$ cat src/rtl/latency_meter_mc_if.sv
// rtl/latency_meter_mc_if.sv - video output bundle toward the HDMI/DVI transmitter
interface latency_meter_mc_if;
    logic [23:0] data_out;
    logic        hsync_out;
    logic        vsync_out;
    logic        de_out;

    modport master (output data_out, hsync_out, vsync_out, de_out);
    modport slave  (input  data_out, hsync_out, vsync_out, de_out);
endinterface

$ cat src/rtl/latency_meter_mc.sv
// rtl/latency_meter_mc.sv - raster generator with white-flash latency timing on NUM_CH photo-sensors
module latency_meter_mc #(
    parameter int unsigned H_ACTIVE = 1920,
    parameter int unsigned H_FP     = 88,
    parameter int unsigned H_SYNC   = 44,
    parameter int unsigned H_TOTAL  = 2200,
    parameter int unsigned V_ACTIVE = 1080,
    parameter int unsigned V_FP     = 4,
    parameter int unsigned V_SYNC   = 5,
    parameter int unsigned V_TOTAL  = 1125,
    parameter bit          SYNC_POL = 1'b1,
    parameter int unsigned NUM_CH   = 4,
    parameter int unsigned CNT_W    = 32,
    parameter int unsigned TIMEOUT  = 32'd148500000
) (
    input  logic                CLK,
    input  logic                RST,
    input  logic                start_in,
    input  logic                clear_in,
    input  logic [NUM_CH-1:0]   sensor_n_in,
    input  logic [NUM_CH-1:0]   ch_mask_in,
    input  logic [2:0]          sw,
    input  logic [2:0]          lat_sel_in,
    latency_meter_mc_if.master  vid,
    output logic [CNT_W-1:0]    lat_out,
    output logic [NUM_CH-1:0]   ch_done_out,
    output logic                busy_out,
    output logic                done_out,
    output logic                timeout_out
);
    localparam int HW = (H_TOTAL > 1) ? $clog2(H_TOTAL) : 1;
    localparam int VW = (V_TOTAL > 1) ? $clog2(V_TOTAL) : 1;
    localparam logic [HW-1:0]    H_LAST = HW'(H_TOTAL - 1);
    localparam logic [VW-1:0]    V_LAST = VW'(V_TOTAL - 1);
    localparam logic [CNT_W-1:0] CNT_LAST = CNT_W'(TIMEOUT - 1);

    typedef enum logic [2:0] {S_IDLE, S_ARMED, S_FLASH, S_DONE, S_TO} state_t;

    state_t              r_state;
    logic [HW-1:0]       r_cx;
    logic [VW-1:0]       r_cy;
    logic [NUM_CH-1:0]   r_s1, r_s2;
    logic [NUM_CH-1:0]   r_mask;
    logic [NUM_CH-1:0]   r_ch_done;
    logic [CNT_W-1:0]    r_cnt;
    logic [CNT_W-1:0]    r_lat [NUM_CH];
    logic [CNT_W-1:0]    r_lat_out;
    logic                r_busy, r_done, r_to;

    logic                w_de, w_hs, w_vs, w_frame_start, w_all_done;
    logic [NUM_CH-1:0]   w_hit;
    logic [CNT_W-1:0]    w_lat_sel;

    assign w_de = (32'(r_cx) < H_ACTIVE) && (32'(r_cy) < V_ACTIVE);
    assign w_hs = (32'(r_cx) >= H_ACTIVE + H_FP) && (32'(r_cx) < H_ACTIVE + H_FP + H_SYNC);
    assign w_vs = (32'(r_cy) >= V_ACTIVE + V_FP) && (32'(r_cy) < V_ACTIVE + V_FP + V_SYNC);
    assign w_frame_start = (r_cx == '0) && (r_cy == '0);

    // Channels latching this cycle count toward completion, so the last latch and timeout resolve to DONE.
    assign w_hit      = r_mask & ~r_ch_done & ~r_s2;
    assign w_all_done = ((r_ch_done | w_hit) & r_mask) == r_mask;

    always_ff @(posedge CLK) begin
        if (RST) begin
            r_cx <= '0;
            r_cy <= '0;
        end else if (r_cx == H_LAST) begin
            r_cx <= '0;
            r_cy <= (r_cy == V_LAST) ? '0 : r_cy + 1'b1;
        end else begin
            r_cx <= r_cx + 1'b1;
        end
    end

    always_ff @(posedge CLK) begin
        if (RST) begin
            vid.de_out    <= 1'b0;
            vid.hsync_out <= ~SYNC_POL;
            vid.vsync_out <= ~SYNC_POL;
            vid.data_out  <= '0;
        end else begin
            vid.de_out    <= w_de;
            vid.hsync_out <= w_hs ? SYNC_POL : ~SYNC_POL;
            vid.vsync_out <= w_vs ? SYNC_POL : ~SYNC_POL;
            vid.data_out  <= (r_state == S_FLASH) ? 24'hFFFFFF
                                                  : {{8{sw[2]}}, {8{sw[1]}}, {8{sw[0]}}};
        end
    end

    always_ff @(posedge CLK) begin
        if (RST) begin
            r_s1 <= '1;
            r_s2 <= '1;
        end else begin
            r_s1 <= sensor_n_in;
            r_s2 <= r_s1;
        end
    end

    always_ff @(posedge CLK) begin
        if (RST || clear_in) begin
            r_state   <= S_IDLE;
            r_mask    <= '0;
            r_ch_done <= '0;
            r_cnt     <= '0;
            r_busy    <= 1'b0;
            r_done    <= 1'b0;
            r_to      <= 1'b0;
            for (int i = 0; i < NUM_CH; i++) r_lat[i] <= '0;
        end else begin
            case (r_state)
                S_IDLE: if (start_in && (ch_mask_in != '0)) begin
                    r_mask  <= ch_mask_in;
                    r_state <= S_ARMED;
                    r_busy  <= 1'b1;
                end
                S_ARMED: if (w_frame_start) begin
                    r_state <= S_FLASH;
                    r_cnt   <= '0;
                end
                S_FLASH: begin
                    r_cnt     <= r_cnt + 1'b1;
                    r_ch_done <= r_ch_done | w_hit;
                    for (int i = 0; i < NUM_CH; i++)
                        if (w_hit[i]) r_lat[i] <= r_cnt;
                    if (w_all_done) begin
                        r_state <= S_DONE;
                        r_busy  <= 1'b0;
                        r_done  <= 1'b1;
                    end else if (r_cnt == CNT_LAST) begin
                        r_state <= S_TO;
                        r_busy  <= 1'b0;
                        r_to    <= 1'b1;
                    end
                end
                default: r_state <= r_state;
            endcase
        end
    end

    always_comb begin
        w_lat_sel = '0;
        for (int i = 0; i < NUM_CH; i++)
            if (lat_sel_in == 3'(i)) w_lat_sel = r_lat[i];
    end

    always_ff @(posedge CLK) begin
        if (RST) r_lat_out <= '0;
        else     r_lat_out <= w_lat_sel;
    end

    assign lat_out     = r_lat_out;
    assign ch_done_out = r_ch_done;
    assign busy_out    = r_busy;
    assign done_out    = r_done;
    assign timeout_out = r_to;
endmodule

$ cat src/flat_wrapper.sv
// flat-port wrapper written by rule: the top's interface ports become plain ports
module latency_meter_mc_flat 
#(
    parameter int unsigned H_ACTIVE = 1920,
    parameter int unsigned H_FP     = 88,
    parameter int unsigned H_SYNC   = 44,
    parameter int unsigned H_TOTAL  = 2200,
    parameter int unsigned V_ACTIVE = 1080,
    parameter int unsigned V_FP     = 4,
    parameter int unsigned V_SYNC   = 5,
    parameter int unsigned V_TOTAL  = 1125,
    parameter bit          SYNC_POL = 1'b1,
    parameter int unsigned NUM_CH   = 4,
    parameter int unsigned CNT_W    = 32,
    parameter int unsigned TIMEOUT  = 32'd148500000
)
  (CLK, RST, start_in, clear_in, sensor_n_in, ch_mask_in, sw, lat_sel_in, lat_out, ch_done_out, busy_out, done_out, timeout_out, vid_data_out, vid_hsync_out, vid_vsync_out, vid_de_out);
  latency_meter_mc_if vid_i ();
  input  logic CLK;
  input  logic RST;
  input  logic start_in;
  input  logic clear_in;
  input  logic [NUM_CH-1:0] sensor_n_in;
  input  logic [NUM_CH-1:0] ch_mask_in;
  input  logic [2:0] sw;
  input  logic [2:0] lat_sel_in;
  output logic [CNT_W-1:0] lat_out;
  output logic [NUM_CH-1:0] ch_done_out;
  output logic busy_out;
  output logic done_out;
  output logic timeout_out;
  output wire logic [$bits(vid_i.data_out)-1:0] vid_data_out;
  output wire logic [$bits(vid_i.hsync_out)-1:0] vid_hsync_out;
  output wire logic [$bits(vid_i.vsync_out)-1:0] vid_vsync_out;
  output wire logic [$bits(vid_i.de_out)-1:0] vid_de_out;
  assign vid_data_out = vid_i.data_out;
  assign vid_hsync_out = vid_i.hsync_out;
  assign vid_vsync_out = vid_i.vsync_out;
  assign vid_de_out = vid_i.de_out;
  latency_meter_mc #(.H_ACTIVE(H_ACTIVE), .H_FP(H_FP), .H_SYNC(H_SYNC), .H_TOTAL(H_TOTAL), .V_ACTIVE(V_ACTIVE), .V_FP(V_FP), .V_SYNC(V_SYNC), .V_TOTAL(V_TOTAL), .SYNC_POL(SYNC_POL), .NUM_CH(NUM_CH), .CNT_W(CNT_W), .TIMEOUT(TIMEOUT)) u_core (.CLK(CLK), .RST(RST), .start_in(start_in), .clear_in(clear_in), .sensor_n_in(sensor_n_in), .ch_mask_in(ch_mask_in), .sw(sw), .lat_sel_in(lat_sel_in), .vid(vid_i), .lat_out(lat_out), .ch_done_out(ch_done_out), .busy_out(busy_out), .done_out(done_out), .timeout_out(timeout_out));
endmodule
$ cat config.mk
export PLATFORM = sky130hd
export DESIGN_NAME = latency_meter_mc_flat
export DESIGN_NICKNAME = d
export VERILOG_FILES = /design/src/rtl/latency_meter_mc_if.sv /design/src/rtl/latency_meter_mc.sv /design/src/flat_wrapper.sv
export SDC_FILE = /design/constraint.sdc
export NUM_CORES = 1
export LEC_CHECK = 0
export ABC_CLOCK_PERIOD_IN_PS = 3800
export CAP_MARGIN = 0
export CORE_MARGIN = 4
export CORE_UTILIZATION = 52
export DETAILED_ROUTE_END_ITERATION = 6
export GPL_TIMING_DRIVEN = 0
export PLACE_DENSITY = 0.75
export SLEW_MARGIN = 15
export SYNTH_ARGS = -nofsm -noshare
export SYNTH_HDL_FRONTEND = slang
export SYNTH_SLANG_ARGS = --single-unit
$ cat constraint.sdc
create_clock -name CLK -period 3.8 [get_ports CLK]
set_clock_uncertainty 0.05 [all_clocks]
set_input_delay 0.76 -clock CLK [delete_from_list [all_inputs] [get_ports CLK]]
set_output_delay 0.76 -clock CLK [all_outputs]
set_load 0.05 [all_outputs]
==> results of run 1 <==
==> area by class of cell <==
type / instances / area (um2) / share of cell area (%)
inverters: 10 / 37.54 / 0.2995
flip-flops and latches: 243 / 6146 / 49.03
multi-input cells: 591 / 3935 / 31.39
plain buffers: 78 / 396.6 / 3.164
clock inverters: 12 / 81.33 / 0.6488
repair buffers: 85 / 930.9 / 7.427
well taps: 265 / 331.6 / 2.645
clock buffers: 33 / 675.6 / 5.390
==> logic make-up after synthesis <==
kind of cell / share of synthesized area (%)
AO/OA/AOI/OAI: 6.143
XOR/XNOR: 1.757
adder cells (fa/ha/maj): 0.5975
buffers and inverters: 4.147
flip-flops: 58.70
multiplexers: 5.903
AND/OR/NAND/NOR: 22.75
==> flip-flops by register name, summed over array words and instances, names as in the netlist, 11 cells and up <==
register and flops:
u_core.r_cy 11, u_core.r_cnt 32, u_core.r_lat 128, u_core.lat_out 32
u_core.r_cx 12
==> worst paths after layout <==
kind | startpoint | cells after the start | end | slack [ns]
hold / removal | u_core.r_s1[0] | 1 | u_core.r_s2[0] | 0.36
setup reg to reg | u_core.r_state[1] | 6 | u_core.r_lat[0][54] | 1.00
hold reg to reg | u_core.r_s1[0] | 1 | u_core.r_s2[0] | 0.36
setup / recovery | clear_in | 5 | u_core.r_lat[0][77] | 0.91
==> routing by layer <==
metal / up-vias / GRT usage, %
li1: 3486 / -
met1: 3447 / 28.72
met3: 49 / 3.574
met4: 0 / 5.993
met5: - / 0
met2: 264 / 34.40
==> cell usage after synthesis, types with 4 or more instances <==
library cell,instances
and4_1,5
xnor2_1,11
buf_2,8
mux2i_1,19
a21o_1,4
nand2_1,31
nand3_1,31
a21oi_1,43
buf_4,21
o211ai_1,7
xor2_1,10
or3_1,9
mux4_2,18
dfxtp_1,115
and2_1,125
o21ai_0,9
a2bb2oi_1,14
inv_1,10
clkbuf_1,44
ha_1,5
nor3_1,22
or2_2,17
and3_1,11
nand4_1,20
nor2_1,100
nand3b_1,6
edfxtp_1,128
o21a_1,4
or3b_2,5
or4_1,6
nor4_1,8
nor2b_1,19
==> layout by cell type, fill, tap and decap left out, types with 4 or more instances in the layout <==
master and count:
xnor2_1 11, or2_2 17, o21ai_4 4, buf_4 21, o21a_1 4, clkdlybuf4s50_1 80
or3b_2 5, nand2_1 31, and3_1 11, nor2_1 100, o211ai_1 7, edfxtp_1 128
clkinv_2 8, dfxtp_1 115, nand4_1 20, and2_1 125, nand3_1 31, buf_2 8
mux2i_1 19, a21o_1 4, a2bb2oi_1 14, or4_1 6, mux4_2 18, a21oi_1 43
or3_1 9, nor3_1 22, inv_1 10, clkbuf_16 25, ha_1 5, buf_16 4
xor2_1 10, nor4_1 8, nor2b_1 19, o21ai_0 5, clkbuf_1 50, and4_1 5
nand3b_1 6
==> report_power, final <==
group          switching, uW  internal (uW)  total, uW
clock                    964           1310       2280
sequential              29.4           2830       2860
combinational            265            171        436
total                   1260           4320       5570
==> metrics by stage <==
step                      instance area, um2  setup WS [ns]  power [uW]
after global routing                   12530         0.8309        5757
final                                  12530         0.9100        5575
after global placement                 11600        -0.4930        3335
after floorplan                        10470         0.8059        3199
after CTS                              12530         0.9456        5613
after detailed placement               11780         0.3803        3359
==> impl_results.md, run 1 <==
* Outcome: completed
* Cell total after placement at approximately 1300
* Avg Inst Size Synth at between 10 and 15 um2
* Mapped Area at 10470 um2
* EDFF count, synth at 128
* GRT Total Usage at between 20% and 30%
* Final HPWL DP at ~16000 um
* Max cap viols at 0
* Relative slew slack at between 30% and 40%
* Syn_nets at between 900 and 1000
* Routed Antenna Nets at 0
* Hold Violations, Final at 0
* Die height at about 150 um
* Max IR drop VDD at approximately 0.00038 V
* Root buffer cell: clkbuf_16
* H-tree depth at 1
* Synthesized flop and latch total at about 240
* CP required at ~4.0 ns
* Hold crit path type: reg2reg
* Initial Util at 53.27%
* Top Layer Used: met4
* Final max-slew violation count at 0
* Non-Filler Instances at approximately 1300
* Fin util at a little under two thirds
* Min Tclk post-route at 2.890 ns
* DR DRC count at 0
* Layout area overhead at 19.72%
* Min Hold Slack at about 0.36 ns
* Number of global-route vias before repair at 7000
* RSZ-0062 raised after global routing: false
* CTS tree: yes
* Fill cell count at around 1600
* Via count at ~7200
* PostCTS Resize Cnt at 0
* Total CTS buffers at 25
* Hold_buf cts at 0
* Top cell type's share of synthesized area at between 30 and 40%
* LEAKAGE at roughly 0.0047 uW
* CP delay by family, top: buffers and inverters
* Setup violations, final at 0
* ANT cells at 0
* Core box area at roughly 20000 um2
* Met1 wire length at slightly above 10000 um
* Critical path class: in2reg
* Layout cells sized above 1 at between 10% and 20%
* YS warnings at 0
* Rows at between 50 and 60
* GPL Wtd Cong at 0.9252
* CP Capture Type: register
* First-pass GRT wire length at around 37000 um
* Share of flip-flops with an asynchronous set or reset at 0%
* Sequential area share after synthesis at 58.70%
* Crit-path max FO at 18
* CTS sink cnt at between 200 and 250
* 1st-iter DRT viols at 590
* Netlist cell types at 55
* Fmax at 346.0 MHz
* Ports at 84
* Via-to-Cell Ratio at between 5 and 6
* Wirelength per Cell at roughly 18 um
* Cell chain of the critical path: clkdlybuf4s50_1 > nor2_1 > clkbuf_1 > o21ai_4 > buf_16
* Final period util at roughly 76%
* Largest net degree at the start of global routing at 23
* Area contributors post-synth: edfxtp_1, dfxtp_1, and2_1
* Initial antenna violation count at 0
* Wire length on met2 at roughly 11000 um
* DR WL met3 at between 1500 and 2000 um
* DR pass1 iterations at 5
* Setup TNS at 0 ns
* Slew @ Worst Pin at roughly 0.93 ns
* Type of origin of the critical path: input pin
* PwrDens at about 440 nW/um2
* Final Net Count at between 1000 and 1500
* I/O Buffers at 80
* Top FF cell, synth: edfxtp_1
* Clk_lat worst skew at approximately 0.52 ns
* Die Area at between 20000 and 25000 um2
* Clock buffer depth at 3
* Worst Path Buf+Inv at 3
* Post-CTS Setup Bufs at 0
* Critical path arrival at just over 3 ns
* Mapped Cells at roughly 920
* Die X-Extent at ~150 um
* Yosys top cell by area: edfxtp_1
* Clock transition at the registers of the reported paths at ~0.06 ns
* Crit-path max cell delay at 0.71 ns
* Final wirelength at ~24000 um
* Grt total ovfl at 0
* Slowest CP cell: clkbuf_1
Note: power is estimated with default switching activity, not from simulation.
==> run 2, diff against run 1 <==
ABC_CLOCK_PERIOD_IN_PS = 2600   (was 3800)
clock period = 2.6 ns   (was 3.8 ns; I/O delays follow)
==> run 2 against run 1 <==
Against the previous run:
- power grew 50%
- largest power group unchanged
- combinational power increased by 48%
- flip-flop and latch count is the same
- setup slack got worse by 0.80 ns
- first-iteration DRC count decreased by 16%
- critical path depth down 3
- via count decreased by 0.23%
- hold slack about the same
- sequential power increased by 47%
- count of clock-buffer cells in the layout grew 4
- global-route usage up 0.72 points
- non-clock buffer count is 2 higher
==> impl_results.md, run 2 (same netlist as run 1, synthesis figures left out) <==
* CP Capture Type: output port
* Ports at 84 (unchanged)
* Final period util at 95.68%
* Layout area overhead at 20.60%
* Die Area at 22470 um2 (unchanged)
* Commonest non-fill, non-tap cell in the layout: edfxtp_1
* Min Tclk post-route at ~2.5 ns
* Crit-path max FO at 8 (-10)
* CTS sink cnt at 243 (unchanged)
* Setup violations, final at 0 (unchanged)
* Type of origin of the critical path: register
* Initial antenna violation count at 0 (unchanged)
* Root buffer cell: clkbuf_16
* Wirelength per Cell at 18.17 um (+1.8%)
* Crit-path max cell delay at 0.80 ns (+0.09 ns)
* Hold crit path type: reg2reg
* Cell chain of the critical path: buf_4 > clkdlybuf4s50_1
* Via-to-Cell Ratio at 5.481 (-0.39%)
* Fill cell count at 1587 (-2.5%)
* Fmax at 402.0 MHz
* Routed Antenna Nets at 0 (unchanged)
* 1st-iter DRT viols at 496 (-16%)
* Max cap viols at 0 (unchanged)
* Most frequent cells in the layout: edfxtp_1, and2_1, dfxtp_1
* Critical path class: reg2out
* Initial Util at 53.27% (unchanged)
* Worst slack at placement at -0.5120 ns (-0.8923 ns)
* Core box area at 19650 um2 (unchanged)
* Final wirelength at 23970 um (+1.9%)
* Clk_lat worst skew at 0.52 ns (about the same)
* DR pass1 iterations at 5 (unchanged)
* Non-Filler Instances at 1319 (+0.15%)
* Grt total ovfl at 0 (unchanged)
* Hold Violations, Final at 0 (unchanged)
* Relative slew slack at 28.45% (-9.5 points)
* DR DRC count at 0 (unchanged)
* Layout cells sized above 1 at 12.33% (+0.64 points)
* GRT Total Usage at 21.63% (+0.72 points)
* LEAKAGE at 0.004690 uW (+0.85%)
* R2R Path End: u_core.r_cnt[26]
* Via count at 7229 (-0.23%)
* Largest net degree at the start of global routing at 22 (-4.3%)
* I/O Buffers at 80 (unchanged)
* GPL Wtd Cong at 0.9212 (-0.43%)
* Die height at 149.9 um (unchanged)
* Total CTS buffers at 25 (unchanged)
* Cell total after placement at 1271 (-0.079%)
* R2r worst-path depth at 8 (+2)
* First-pass GRT wire length at 37940 um (+1.3%)
* PwrDens at 664.3 nW/um2 (+49%)
* Area of the multi-input gates at 3959 um2 (+0.60%)
* Clock buffer depth at 3 (unchanged)
* CTS tree: yes
* PnR worst setup slack at 0.1123 ns (-0.7977 ns)
* Die X-Extent at 149.9 um (unchanged)
* Final HPWL DP at 16290 um (-0.76%)
* Worst Hold Path EP: u_core.r_s2[0]
* Number of global-route vias before repair at 6926 (-1.1%)
* Outcome: completed
* Storage cell area at 6146 um2 (unchanged)
* Max IR drop VDD at 0.0004514 V (+20%)
* FF-to-FF setup slack at 0.15 ns (-0.85 ns)
* Slew @ Worst Pin at 1.073 ns (+0.1424 ns)
* Final Net Count at 1059 (+0.19%)
* Fin util at 64.25% (+0.47 points)
* Rows at 51 (unchanged)
* Clock transition at the registers of the reported paths at 0.06 ns (about the same)
* Largest register by flop count: u_core.r_lat
* R2r startpoint: u_core.r_cy[0]
* ANT cells at 0 (unchanged)
* Setup TNS at 0 ns (unchanged)
* Final max-slew violation count at 0 (unchanged)
* Worst Hold Depth at 1 (unchanged)
* Max reg flops at 128 (unchanged)
* Critical path arrival at 1.92 ns (-1.18 ns)
* Hold wc startpoint: u_core.r_s1[0]
* Slowest CP cell: clkdlybuf4s50_1
* H-tree depth at 1 (unchanged)
* CP required at 2.03 ns (-1.98 ns)
* Overall Power at 8389 uW (+50%)
run 2: layer usage:
metal  track usage (%)  wire length [um]  vias to the layer above
li1                  -                 -                     3485
met1             30.19             10570                     3456
met2             34.51             11270                      232
met3             3.362              1403                       56
met4             7.823               723                        0
met5                 0                 0                        -
run 2: per-stage QoR:
stage	hold WS, ns	instance area [um2]
floorplan	0.3395	10490
global placement	0.3416	11620
detailed placement	0.3468	11760
CTS	0.3640	12580
global route	0.3661	12630
finish	0.3595	12630
run 2: worst max path at each step:
stage	start	slack, ns	endpoint
finish	u_core.vid.data_out[22]	0.11	vid_data_out[23]
global route	u_core.r_cy[1]	-0.008	u_core.r_cnt[26]
CTS	clear_in	0.02	u_core.r_lat[0][49]
detailed placement	clear_in	-0.51	u_core.r_lat[0][46]
global placement	clear_in	-0.67	u_core.r_lat[0][16]
floorplan	u_core.ch_done_out[0]	0.21	u_core.r_lat[0][0]
run 2: report_power, final:
group	leakage (uW)	switching, uW	internal [uW]
registers	0.00236	43.8	4140
logic	0.00192	393	252
clock network	0.000407	1420	2140
total	0.00469	1860	6530
run 2: worst max-delay path, delay by kind of cell (launching register included):
family | cells | cell delay, ns
buffers and inverters | 2 | 0.95
flip-flops | 1 | 0.45
run 2: timing repair:
| action | 4_1_cts | 5_1_grt |
|---|---|---|
| buffers inserted | 0 | 3 |
| endpoints found under the setup margin | 59 | 145 |
| hold buffers | 0 | 0 |
| gates cloned | 0 | 0 |
| resized for setup | 1 | 7 |
run 2: area by class of cell:
cell class              count  area share, %
plain buffers              78          3.161
clock buffers              37          5.797
clock inverters             8         0.7035
inverters                  10         0.2973
multi-input cells         591          31.35
flip-flops and latches    243          48.67
well taps                 265          2.626
repair buffers             87          7.392
==> run 3, diff against run 2 <==
CTS_CLUSTER_DIAMETER = 120   (was default)
SLEW_MARGIN = default   (was 15)
==> run 3 against run 2 <==
Against the previous run:
- final area hardly changed
- setup slack worse by 0.0020 ns
- flip-flop and latch count stayed put
- hold slack better by 0.0025 ns
- highest routed layer unchanged
- global-route usage is 0.54 points lower
- core utilization is 0.057 points lower
- maximum frequency hardly changed
- combinational power hardly changed
- via count is 0.75% higher
- first-iteration DRC count is 0.60% higher
- non-clock buffer count is 1 higher
==> impl_results.md, run 3 (same netlist as run 1, synthesis figures left out) <==
* Final wirelength at 23710 um (-1.1%)
* Final period util at 95.76% (about the same)
* Initial Util at 53.27% (unchanged)
* DR DRC count at 0 (unchanged)
* Critical path arrival at 1.92 ns (about the same)
* 1st-iter DRT viols at 499 (+0.60%)
* CTS sink cnt at 243 (unchanged)
* Core box area at 19650 um2 (unchanged)
* Crit-path max cell delay at 0.79 ns (about the same)
* Critical Path Source: u_core.vid.data_out[15]
* CP delay by family, top: buffers and inverters
* LEAKAGE at 0.004668 uW (-0.47%)
* Ports at 84 (unchanged)
* Cell chain of the critical path: buf_4 > clkdlybuf4s50_1
* GRT Total Usage at 21.09% (-0.54 points)
* Type of origin of the critical path: register
* Worst Hold Path EP: u_core.r_s2[3]
* Slowest CP cell: clkdlybuf4s50_1
* PnR worst setup slack at 0.1104 ns (-0.001982 ns)
* Hold Violations, Final at 0 (unchanged)
* Hold_buf cts at 0 (unchanged)
* Via count at 7283 (+0.75%)
* ANT cells at 0 (unchanged)
* Fmax at 401.7 MHz (about the same)
* H-tree depth at 1 (unchanged)
* Largest register by flop count: u_core.r_lat
* CTS tree: yes
* Layout area overhead at 20.49% (about the same)
* Largest net degree at the start of global routing at 27 (+23%)
* Die Area at 22470 um2 (unchanged)
* I/O Buffers at 80 (unchanged)
* Placement-stage cell area at 11740 um2 (-0.13%)
* Outcome: completed
* Total CTS buffers at 25 (unchanged)
* Die height at 149.9 um (unchanged)
* Final Net Count at 1060 (+0.094%)
* Setup violations, final at 0 (unchanged)
* CP required at 2.03 ns (about the same)
* RSZ-0062 raised after global routing: false
* Most frequent cells in the layout: edfxtp_1, and2_1, dfxtp_1
* Commonest non-fill, non-tap cell in the layout: edfxtp_1
* Clk_lat worst skew at 0.51 ns (about the same)
* R2r startpoint: u_core.r_cy[0]
* Fin util at 64.19% (about the same)
* Hold crit path type: reg2reg
* FF-to-FF setup slack at 0.15 ns (about the same)
* Relative slew slack at 33.59% (+5.1 points)
* Worst Hold Depth at 1 (unchanged)
* Rows at 51 (unchanged)
* Critical path class: reg2out
* First-pass GRT wire length at 37270 um (-1.8%)
* Routed Antenna Nets at 0 (unchanged)
* Grt total ovfl at 0 (unchanged)
* Hold wc startpoint: u_core.r_s1[3]
* Via-to-Cell Ratio at 5.517 (+0.67%)
* Root buffer cell: clkbuf_16
* R2r worst-path depth at 8 (unchanged)
* Number of global-route vias before repair at 6921 (-0.072%)
* Initial antenna violation count at 0 (unchanged)
* Wirelength per Cell at 17.96 um (-1.1%)
* Die X-Extent at 149.9 um (unchanged)
* Layout cells sized above 1 at 12.51% (+0.18 points)
* Crit-path max FO at 8 (unchanged)
* Max IR drop VDD at 0.0004179 V (-7.4%)
* Max reg flops at 128 (unchanged)
* Max cap viols at 0 (unchanged)
* CP Capture Type: output port
* PwrDens at 662.4 nW/um2 (-0.29%)
* Worst Path Buf+Inv at 2 (unchanged)
* R2R Path End: u_core.r_cnt[29]
* Min Tclk post-route at 2.490 ns (+0.001982 ns)
* Clock transition at the registers of the reported paths at 0.06 ns (about the same)
* Post-Layout Inst Area at 12620 um2 (about the same)
* Final HPWL DP at 16160 um (-0.79%)
* DR pass1 iterations at 6 (+1)
* CP Depth at 2 (unchanged)
* Final max-slew violation count at 0 (unchanged)
* GPL Wtd Cong at 0.9212 (unchanged)
* Slew @ Worst Pin at 0.9962 ns (-0.07708 ns)
* Clock buffer depth at 3 (unchanged)
* Worst slack at placement at -0.4695 ns (+0.04245 ns)
## run 3: cell types whose count changed in the layout (fill, tap and decap cells not counted)
cell,previous run,this run
buf_4,24,25
clkinv_2,5,1
clkinvlp_2,0,1
clkbuf_16,26,25
clkinvlp_4,0,3
inv_6,0,1
buf_16,4,2
clkinv_1,1,0
buf_12,0,2
clkinv_4,0,1
## run 3: how the worst max path moves through the flow
stage                           end
2_1_floorplan    u_core.r_lat[0][0]
3_3_place_gp    u_core.r_lat[0][16]
3_5_place_dp   u_core.r_lat[0][118]
4_1_cts        u_core.r_lat[0][126]
5_1_grt            u_core.r_cnt[26]
6_report           vid_data_out[10]
## run 3: cell type report
cell class | instances | area, um2
timing repair buffer | 88 | 925.9
clock inverter | 9 | 110.1
clock buffer | 36 | 708.2
buffer | 78 | 397.9
tap | 265 | 331.6
inverter | 10 | 37.54
fill | 1592 | 7038
sequential | 243 | 6146
multi-input combinational | 591 | 3959
## run 3: what timing repair did
| item | 4_1_cts | 5_1_grt |
|---|---|---|
| endpoints found under the setup margin | 59 | 112 |
| pin swaps | 0 | 0 |
| gates resized for setup | 1 | 5 |
| buffers inserted | 0 | 4 |
## run 3: layer usage
| layer | up-vias | global-route usage [%] | share of wire [%] |
|---|---|---|---|
| met3 | 53 | 2.847 | 6.3 |
| met5 | - | 0 | 0 |
| met2 | 251 | 34.33 | 47 |
| li1 | 3490 | - | - |
| met1 | 3489 | 29.54 | 44 |
| met4 | 0 | 6.633 | 2.5 |
## run 3: per-stage QoR
step / std cells / hold WS, ns / setup TNS, ns / power (uW)
floorplan: 922 / 0.3395 / 0 / 4675
global placement: 1267 / 0.3416 / -109.20 / 4875
detailed placement: 1271 / 0.3468 / -70.23 / 4904
CTS: 1316 / 0.3654 / 0 / 8416
global route: 1320 / 0.3671 / 0 / 8627
finish: 1320 / 0.3621 / 0 / 8357
## run 3: power by group
part | switching, uW | leakage (uW) | internal (uW) | total [uW]
registers | 43.4 | 0.00236 | 4140 | 4180
logic | 392 | 0.00192 | 250 | 642
clock network | 1440 | 0.000389 | 2100 | 3530
